$ cat src/rtl/miner_pkg.sv
// Shared sizes and state encodings for the miner work dispatcher and its UART byte receiver.
package miner_pkg;

   localparam int JOB_BYTES    = 108;
   localparam int RESULT_BYTES = 36;
   localparam int JOB_BITS     = JOB_BYTES * 8;
   localparam int RESULT_BITS  = RESULT_BYTES * 8;

   typedef enum logic [2:0] {
      IDLE,
      TX_START,
      TX_DATA,
      TX_STOP,
      WAIT_RESULT
   } disp_state_e;

   typedef enum logic [1:0] {
      RX_IDLE,
      RX_START,
      RX_DATA,
      RX_STOP
   } rx_state_e;

endpackage

$ cat src/rtl/dispatch_byte_rx.sv
// UART 8N1 byte receiver with a 2-flop input synchronizer; free-running, one strobe per good frame.
module dispatch_byte_rx
   import miner_pkg::*;
#(
   parameter int CLKS_PER_BIT = 10
) (
   input  logic       clk,
   input  logic       n_rst,
   input  logic       serial_i,
   output logic [7:0] byte_o,
   output logic       byte_strobe_o,
   output logic       frame_err_o
);

   localparam int               CNT_W     = $clog2(CLKS_PER_BIT);
   localparam logic [CNT_W-1:0] BIT_LAST  = CNT_W'(CLKS_PER_BIT - 1);
   localparam logic [CNT_W-1:0] HALF_LAST = CNT_W'(CLKS_PER_BIT / 2 - 1);

   logic             sync1_q;
   logic             sync2_q;
   logic             prev_q;
   rx_state_e        rxState_q;
   logic [CNT_W-1:0] cnt_q;
   logic [2:0]       bitIdx_q;
   logic [7:0]       shift_q;
   logic             stopSample;

   // prev_q lets the idle state react to a genuine high-to-low transition only
   always_ff @(posedge clk or negedge n_rst) begin
      if (!n_rst) begin
         sync1_q <= 1'b1;
         sync2_q <= 1'b1;
         prev_q  <= 1'b1;
      end else begin
         sync1_q <= serial_i;
         sync2_q <= sync1_q;
         prev_q  <= sync2_q;
      end
   end

   always_ff @(posedge clk or negedge n_rst) begin
      if (!n_rst) begin
         rxState_q <= RX_IDLE;
         cnt_q     <= '0;
         bitIdx_q  <= '0;
         shift_q   <= '0;
      end else begin
         case (rxState_q)
            RX_IDLE: begin
               cnt_q    <= '0;
               bitIdx_q <= '0;
               if (prev_q && !sync2_q) begin
                  rxState_q <= RX_START;
               end
            end
            RX_START: begin
               if (cnt_q == HALF_LAST) begin
                  cnt_q     <= '0;
                  rxState_q <= sync2_q ? RX_IDLE : RX_DATA;
               end else begin
                  cnt_q <= cnt_q + 1'b1;
               end
            end
            RX_DATA: begin
               if (cnt_q == BIT_LAST) begin
                  cnt_q    <= '0;
                  shift_q  <= {sync2_q, shift_q[7:1]};
                  bitIdx_q <= bitIdx_q + 1'b1;
                  if (bitIdx_q == 3'd7) begin
                     rxState_q <= RX_STOP;
                  end
               end else begin
                  cnt_q <= cnt_q + 1'b1;
               end
            end
            RX_STOP: begin
               if (cnt_q == BIT_LAST) begin
                  cnt_q     <= '0;
                  rxState_q <= RX_IDLE;
               end else begin
                  cnt_q <= cnt_q + 1'b1;
               end
            end
            default: rxState_q <= RX_IDLE;
         endcase
      end
   end

   // Strobe is asserted during the stop-sample cycle so the consumer acts on that same edge
   assign stopSample    = (rxState_q == RX_STOP) && (cnt_q == BIT_LAST);
   assign byte_o        = shift_q;
   assign byte_strobe_o = stopSample && sync2_q;
   assign frame_err_o   = stopSample && !sync2_q;

endmodule

$ cat src/rtl/work_dispatcher.sv
// Sends a 108-byte job to the miner over UART, then collects a 36-byte result or times out.
module work_dispatcher
   import miner_pkg::*;
#(
   parameter int CLKS_PER_BIT   = 10,
   parameter int TIMEOUT_CYCLES = 100000
) (
   input  logic                   clk,
   input  logic                   n_rst,
   input  logic [JOB_BITS-1:0]    job_data,
   input  logic                   job_valid,
   output logic                   job_ready,
   output logic                   serial_out,
   input  logic                   serial_in,
   output logic [RESULT_BITS-1:0] result_data,
   output logic                   result_valid,
   output logic                   busy,
   output logic                   timeout
);

   localparam int               CNT_W    = $clog2(CLKS_PER_BIT);
   localparam logic [CNT_W-1:0] BIT_LAST = CNT_W'(CLKS_PER_BIT - 1);
   localparam int               TO_W     = $clog2(TIMEOUT_CYCLES + 1);

   disp_state_e            state_q;
   logic [JOB_BITS-1:0]    shift_q;
   logic [6:0]             txByte_q;
   logic [CNT_W-1:0]       bitCnt_q;
   logic [2:0]             bitIdx_q;
   logic [6:0]             byteCnt_q;
   logic                   serial_q;
   logic [RESULT_BITS-9:0] resBuf_q;
   logic [5:0]             rxCount_q;
   logic [TO_W-1:0]        toCnt_q;
   logic [TO_W-1:0]        toCnt_d;
   logic [RESULT_BITS-1:0] result_q;
   logic                   resultValid_q;
   logic                   timeout_q;

   logic [7:0]             rxByte;
   logic                   rxStrobe;
   logic                   rxFrameErr;
   logic                   validByte;
   logic                   bitEnd;

   dispatch_byte_rx #(
      .CLKS_PER_BIT (CLKS_PER_BIT)
   ) u_rx (
      .clk           (clk),
      .n_rst         (n_rst),
      .serial_i      (serial_in),
      .byte_o        (rxByte),
      .byte_strobe_o (rxStrobe),
      .frame_err_o   (rxFrameErr)
   );

   // A frame that failed its stop check never counts, even if both flags were ever raised together
   assign validByte = rxStrobe && !rxFrameErr;
   assign bitEnd    = (bitCnt_q == BIT_LAST);

   always_comb begin
      toCnt_d = toCnt_q + 1'b1;
   end

   always_ff @(posedge clk or negedge n_rst) begin
      if (!n_rst) begin
         state_q       <= IDLE;
         shift_q       <= '0;
         txByte_q      <= '0;
         bitCnt_q      <= '0;
         bitIdx_q      <= '0;
         byteCnt_q     <= '0;
         serial_q      <= 1'b1;
         resBuf_q      <= '0;
         rxCount_q     <= '0;
         toCnt_q       <= '0;
         result_q      <= '0;
         resultValid_q <= 1'b0;
         timeout_q     <= 1'b0;
      end else begin
         resultValid_q <= 1'b0;
         timeout_q     <= 1'b0;

         if (state_q inside {TX_START, TX_DATA, TX_STOP}) begin
            bitCnt_q <= bitEnd ? '0 : bitCnt_q + 1'b1;
         end

         case (state_q)
            IDLE: begin
               if (job_valid) begin
                  shift_q   <= job_data;
                  serial_q  <= 1'b0;
                  bitCnt_q  <= '0;
                  byteCnt_q <= '0;
                  state_q   <= TX_START;
               end
            end
            TX_START: begin
               // Bit 0 goes straight to the line; the other seven wait in txByte_q
               if (bitEnd) begin
                  serial_q <= shift_q[JOB_BITS-8];
                  txByte_q <= shift_q[JOB_BITS-1:JOB_BITS-7];
                  shift_q  <= {shift_q[JOB_BITS-9:0], 8'h00};
                  bitIdx_q <= '0;
                  state_q  <= TX_DATA;
               end
            end
            TX_DATA: begin
               if (bitEnd) begin
                  if (bitIdx_q == 3'd7) begin
                     serial_q <= 1'b1;
                     state_q  <= TX_STOP;
                  end else begin
                     serial_q <= txByte_q[0];
                     txByte_q <= {1'b0, txByte_q[6:1]};
                     bitIdx_q <= bitIdx_q + 1'b1;
                  end
               end
            end
            TX_STOP: begin
               if (bitEnd) begin
                  if (byteCnt_q == 7'(JOB_BYTES - 1)) begin
                     toCnt_q   <= '0;
                     rxCount_q <= '0;
                     state_q   <= WAIT_RESULT;
                  end else begin
                     byteCnt_q <= byteCnt_q + 1'b1;
                     serial_q  <= 1'b0;
                     state_q   <= TX_START;
                  end
               end
            end
            WAIT_RESULT: begin
               // A completing byte takes priority over a timeout landing on the same edge
               if (validByte) begin
                  toCnt_q <= '0;
                  if (rxCount_q == 6'(RESULT_BYTES - 1)) begin
                     result_q      <= {resBuf_q, rxByte};
                     resultValid_q <= 1'b1;
                     rxCount_q     <= '0;
                     state_q       <= IDLE;
                  end else begin
                     resBuf_q  <= {resBuf_q[RESULT_BITS-17:0], rxByte};
                     rxCount_q <= rxCount_q + 1'b1;
                  end
               end else if (toCnt_d == TO_W'(TIMEOUT_CYCLES)) begin
                  timeout_q <= 1'b1;
                  toCnt_q   <= '0;
                  rxCount_q <= '0;
                  state_q   <= IDLE;
               end else begin
                  toCnt_q <= toCnt_d;
               end
            end
            default: state_q <= IDLE;
         endcase
      end
   end

   assign job_ready    = (state_q == IDLE);
   assign busy         = (state_q != IDLE);
   assign serial_out   = serial_q;
   assign result_data  = result_q;
   assign result_valid = resultValid_q;
   assign timeout      = timeout_q;

endmodule

$ cat config.mk
export PLATFORM = sky130hd
export DESIGN_NAME = work_dispatcher
export DESIGN_NICKNAME = d
export VERILOG_FILES = /design/src/rtl/miner_pkg.sv /design/src/rtl/dispatch_byte_rx.sv /design/src/rtl/work_dispatcher.sv
export SDC_FILE = /design/constraint.sdc
export NUM_CORES = 2
export LEC_CHECK = 0
export CAP_MARGIN = 0
export CORE_AREA = 2 2 450 452
export DETAILED_ROUTE_END_ITERATION = 8
export DIE_AREA = 0 0 452 454
export DONT_BUFFER_PORTS = 1
export PLACE_DENSITY_LB_ADDON = 0.1
export REMOVE_ABC_BUFFERS = 1
export SLEW_MARGIN = 0
export SYNTH_ARGS = -nofsm -noshare
export SYNTH_HDL_FRONTEND = slang
export SYNTH_HIERARCHICAL = 1
export SYNTH_SLANG_ARGS = --single-unit
export TNS_END_PERCENT = 50
$ cat constraint.sdc
create_clock -name clk -period 6.6 [get_ports clk]
set_input_delay 0.99 -clock clk [delete_from_list [all_inputs] [get_ports clk]]
set_output_delay 0.99 -clock clk [all_outputs]
set_load 0.05 [all_outputs]
* Yosys cells after proc, flatten, opt, wreduce, memory -nomap -nowiden
Cells that the tools add are included.
** Storage, ports and cells
- Bits in registers :: 1502
- Latch bits :: 0
- RAM bits :: 0
- Bits in read-only memories :: 0
- Input bits :: 868
- Memories :: 0
** Operators by class
- Add/subtract/negate cells :: 7
- Multipliers :: 0
- Div/mod/pow operators :: 0
- $lt $le $gt $ge :: 0
- Eq/ne operators :: 30
- Shifts and indexed selects :: 0
- Mux-type cells :: 65
- Bitwise logic cells :: 1
- Reduce and logical (&&, ||, !) cells :: 30
** Operator list (count)
- 2-to-1 mux 864 bit :: 2
- one-hot mux 864 bit (2 select lines) :: 1
- 2-to-1 mux 17 bit :: 4
- 2-to-1 mux 7 bit :: 6
- 2-to-1 mux 3 bit :: 13
- one-hot mux 17 bit (2 select lines) :: 1
- 2-to-1 mux 6 bit :: 5
- one-hot mux 7 bit (2 select lines) :: 2
- 2-to-1 mux 4 bit :: 6
- adder 17 x 1 -> 17 bit, second input constant :: 1
- == test 17 bit, second input constant :: 1
- one-hot mux 3 bit (5 select lines) :: 1
- != test 2 x 1 -> 1 bit, second input constant :: 7
- 2-to-1 mux 1 bit :: 12
- 2-to-1 mux 2 bit :: 6
- != test 2 bit, second input constant :: 6
- one-hot mux 3 bit (2 select lines) :: 2
- one-hot mux 4 bit (3 select lines) :: 1
- one-hot mux 6 bit (2 select lines) :: 1
- AND reduction 3 bit :: 4
- AND reduction 4 bit :: 3
- nonzero test 2 bit :: 5
- == test 3 bit, second input constant :: 3
- adder 4 x 1 -> 4 bit, second input constant :: 2
- 26 further kinds :: 38

* Logic depth before layout (Yosys ltp)
- Depth in word-level cells :: 7
- Gate-level depth with buffers :: 12
- Gate-level depth less buffers :: 10

* By module
Netlist, hierarchy kept.
** By module, submodules not included
- work_dispatcher :: instances 1, cells each 6209, area an instance 61888.1 µm², sequential area each 37086.8 µm²
- dispatch_byte_rx :: instances 1, cells each 73, area an instance 935.9 µm², sequential area each 504.2 µm²

* Worst setup path after synthesis
No wires, ideal clock.
- Path type :: reg2reg
- From :: register u_rx.cnt_q[1]
- To :: register resBuf_q[245]
- Setup time :: 0.125 ns
- Data arrival time :: 2.624 ns
- Path slack :: 3.852 ns
- Stages on the path, launching flop included :: 12
- Path buffers :: 2
- Clock period less this slack :: 2.748 ns
- Cell sequence :: dfrtp_1 inv_1 ha_1 and3b_1 nand3_1 nor2_1 nor2b_1 nand3_1 a21oi_1 clkbuf_1 clkbuf_1 mux2_2
** Between the ends
- Elaborated cells on any way between the ends :: 7
- Classes of those cells :: eq/ne (1); reduce/logical (6)
** RTL lines
- start, declared :: RTL line dispatch_byte_rx.sv:23 : logic [CNT_W-1:0] cnt_q;
- start signal, assigned :: RTL line dispatch_byte_rx.sv:61 : cnt_q <= cnt_q + 1'b1;
- start signal, assigned :: RTL line dispatch_byte_rx.sv:73 : cnt_q <= cnt_q + 1'b1;
- start signal, assigned :: RTL line dispatch_byte_rx.sv:81 : cnt_q <= cnt_q + 1'b1;
- == test 4 bit :: RTL line dispatch_byte_rx.sv:90 : assign stopSample = (rxState_q == RX_STOP) && (cnt_q == BIT_LAST);
- logical AND 1 bit :: RTL line dispatch_byte_rx.sv:90
- logical AND 1 bit :: RTL line dispatch_byte_rx.sv:92 : assign byte_strobe_o = stopSample && sync2_q;
- via rxStrobe :: RTL line work_dispatcher.sv:41 : logic rxStrobe;
- logical AND 1 bit :: RTL line work_dispatcher.sv:58 : assign validByte = rxStrobe && !rxFrameErr;
- AND reduction 3 bit (no source line)
- end signal, assigned :: RTL line work_dispatcher.sv:143 : resBuf_q <= {resBuf_q[RESULT_BITS-17:0], rxByte};
- end, declared :: RTL line work_dispatcher.sv:32 : logic [RESULT_BITS-9:0] resBuf_q;
The timed path passes the listed nets, and every way through them passes these cells.
A chain may end at the register's enable or synchronous reset.

* Worst setup path after layout
- From :: register state_q[2]
- To :: output port job_ready
** Between the ends
- Longest elaborated chain between the ends :: 1
** Ends and longest elaborated chain
- start, declared :: RTL line work_dispatcher.sv:25 : disp_state_e state_q;
- start signal, assigned :: RTL line work_dispatcher.sv:67 : state_q <= IDLE;
- start signal, assigned :: RTL line work_dispatcher.sv:95 : state_q <= TX_START;
- start signal, assigned :: RTL line work_dispatcher.sv:105 : state_q <= TX_DATA;
- logical NOT 3 bit :: RTL line work_dispatcher.sv:160 : assign job_ready = (state_q == IDLE);
- end, declared :: RTL line work_dispatcher.sv:12 : output logic job_ready,
No other way between the ends.

==> flow_metrics.tcl <==
set metrics [dict create \
    status "completed" \
    cts_hold_buffers 0 \
    crit_arrival_ps 2630 \
    cts_tree "done" \
    mappedNetlistArea_sq_um 62800 \
    path_buf_inv 1 \
    synth_common_cells "nand2_1 (1755), dfrtp_1 (1498), nor2_1 (894)" \
    async_flop_share 1.00 \
    io_pins 1161 \
    hold_viol 0 \
    via_per_inst 4.99 \
    wire_per_inst_um 21.8 \
    leakage_nw 32.1 \
    r2r-end "resBuf_q[162]$_DFFE_PN0P_" \
    dieArea_sq_um 205000 \
    multi_input_area_sq_um 23400 \
    grt_setup_unrepaired "no" \
    rows 165 \
    crit_fanout 18 \
    setup_viol 0 \
    layoutNonFillerInstCount 8907 \
    crit_required_ps 5610 \
    fmax_mhz 276 \
    r2r_start "u_rx/cnt_q[1]$_DFF_PN0_" \
    vdd_ir_drop_max_mv 0.301 \
    hp-class "in -> async" \
    synth-edff-count 0 \
    met1_usage 0.217 \
    crit_chain "or3_1 -> inv_1" \
    die_y_um 454 \
    place_inst 8555 \
    synth-seq-area-share 0.598 \
    coreArea_sq_um 201000 \
    cp-end-kind "output port" \
    grt_use_met3 0.0594 \
    clk_latency_ps 820 \
    grt_pass1_vias 44500 \
    first_iter_violations 3187 \
    area_delta_synth_final_pct 13.2 \
    firstDrtPassIters 7 \
    h-tree-depth 4 \
    worstSetupEndpoint "job_ready" \
    grt_busiest_layer "met2" \
    netlist.area_leader.share 0.597 \
    ys_seq_elements 1502 \
    clockBufferDepth 3 \
    final_max_slew_viol_count 0 \
    cts-resized-gates 0 \
    final_layout_size_suffix_gt1_frac 0.150 \
    vias 44400 \
    gp_congestion 0.810 \
    drcViolationCount 0 \
    slew_headroom 0.194 \
    yosys.cell_types.count 58 \
    critPathLaunch "state_q[2]$_DFFE_PN0P_" \
    worst_pin_slew_ps 1210 \
    period_minus_slack_ps 3620 \
    clock_skew_ps 60.4 \
    fill_cells 20600 \
    overflow 0 \
    seqCellArea_sq_um 37600 \
    reg2reg_depth 10 \
    syn-instance-count 6282 \
    reg2reg_slack_ps 3130 \
    ys_warn_count 6 \
    antenna_found_initial 60 \
    antenna_left 0 \
    numCtsBuffers 176 \
    synth_ff_type "dfrtp_1" \
    grt_usage 0.185 \
    power_density_nw_per_um2 469 \
    dp_hpwl_um 134000 \
    portBuffers 0 \
    synth.avg_cell_area_sq_um 10.0 \
    start_util 0.313 \
    finalSetupTns_ps 0 \
    grt_pass1_wl_um 291000 \
    synth.most_common_cell "nand2_1" \
    path_depth 2 \
    slowest_stage "or3_1" \
    clk_pin_slew_ps 60 \
    crit_family "simple AND/OR/NAND/NOR gates" \
    max_stage_delay_ps 720 \
    synth.area.top_cells "dfrtp_1 (60%), nand2_1 (10%), mux2_2 (10%)" \
    final_nets 6939 \
    chipWidth_um 452 \
    post-route-period-util 0.548 \
    post_cts_buffers 0 \
    use_met2 0.312 \
    drt-total-wl_um 194000 \
    clock-sinks 1502 \
    synth_top_area_cell "dfrtp_1" \
    worst_setup_path_start_kind "register" \
    cts_root_buf "clkbuf_16" \
    grt_max_degree 265 \
    maxCapViolations 0 \
    worstSetupPathType "reg -> out" \
]
state kept, by name (all words and copies together), names as in the netlist, named ones only:
name and cells:
u_rx/sync1_q 1, byteCnt_q 7, u_rx/prev_q 1, u_rx/rxState_q 1, result_data 288, u_rx/cnt_q 4, txByte_q 7, u_rx/byte_o 8
shift_q 864, bitIdx_q 3, result_valid 1, rxCount_q 6, timeout 1, resBuf_q 280, u_rx/sync2_q 1, state_q 3
serial_out 1, u_rx/bitIdx_q 3, toCnt_q 17, bitCnt_q 4
area by class of cell:
class / count / area share
Antenna cell: 36 / 0.00127
Clock buffer: 274 / 0.0737
Clock inverter: 42 / 0.00732
Inverter: 14 / 0.000739
Multi-Input combinational cell: 4300 / 0.329
Sequential cell: 1502 / 0.528
Tap cell: 2672 / 0.0470
Timing Repair Buffer: 67 / 0.0123
metrics by stage:
stage / worst slack, ps / utilization / hold slack [ps] / area [sq um] / total power [W]
floorplan: -80650 / - / 345 / 61000 / 0.0177
finish: 2980 / 0.354 / 115 / 71100 / 0.0334
global route: 2870 / 0.354 / 131 / 71100 / 0.0361
detailed placement: 3010 / 0.325 / 355 / 65300 / 0.0241
global placement: 3020 / 0.325 / 364 / 65300 / 0.0238
CTS: 2850 / 0.354 / 128 / 71100 / 0.0340
power breakdown:
part | switching [W] | internal, W
Clock | 0.00404 | 0.00566
Sequential | 0.00155 | 0.0120
Combinational | 0.00680 | 0.00335
layout by cell type, fill, tap and decap left out, types with 4 or more instances in the layout:
| cell | instances |
|---|---|
| a21o_1 | 6 |
| a21oi_1 | 9 |
| a22o_1 | 17 |
| a31oi_1 | 862 |
| and2_1 | 4 |
| buf_12 | 28 |
| buf_4 | 38 |
| bufinv_16 | 5 |
| clkbuf_1 | 53 |
| clkbuf_16 | 178 |
| clkbuf_8 | 43 |
| clkinv_16 | 4 |
| clkinv_2 | 20 |
| clkinv_8 | 5 |
| dfrtp_1 | 1498 |
| dfstp_2 | 4 |
| diode_2 | 36 |
| ha_1 | 10 |
| inv_1 | 14 |
| inv_6 | 4 |
| mux2_2 | 570 |
| mux2_4 | 8 |
| mux2i_1 | 8 |
| nand2_1 | 1754 |
| nand3_1 | 19 |
| nand3b_1 | 4 |
| nand4_1 | 12 |
| nor2_1 | 893 |
| nor2b_1 | 6 |
| nor3_1 | 11 |
| nor4_1 | 5 |
| o21ai_0 | 31 |
| or3_1 | 6 |
| xnor2_1 | 6 |
| xor2_1 | 11 |
cell families (layout without fill, tap and decap cells):
kind of cell	after synthesis	count (layout)	share of synthesized area
simple gates	2743	2743	0.168
flops	1502	1502	0.598
compound gates	944	944	0.0947
mux	586	586	0.105
buf+inv	480	397	0.0293
xor+xnor	17	17	0.00237
fa+ha+maj	10	10	0.00199
other cells	0	36	0
layer usage:
| metal | up-vias | share of wire |
|---|---|---|
| li1 | 20900 | - |
| met1 | 22100 | 0.40 |
| met2 | 1064 | 0.49 |
| met3 | 319 | 0.072 |
| met4 | 50 | 0.036 |
| met5 | - | 0.0017 |
worst min-delay path by stage:
stage,startpoint,end,slack [ps],cells after the start
3_5_place_dp,u_rx/sync1_q$_DFF_PN1_,u_rx/sync2_q$_DFF_PN1_,360,0
6_report,n_rst,result_data[268]$_DFFE_PN0P_,110,1
5_1_grt,n_rst,result_data[276]$_DFFE_PN0P_,130,1
2_1_floorplan,u_rx/sync1_q$_DFF_PN1_,u_rx/sync2_q$_DFF_PN1_,350,0
4_1_cts,serial_in,u_rx/sync1_q$_DFF_PN1_,130,0
3_3_place_gp,u_rx/sync1_q$_DFF_PN1_,u_rx/sync2_q$_DFF_PN1_,360,0
No activity file was read; power rests on OpenSTA's default activity.
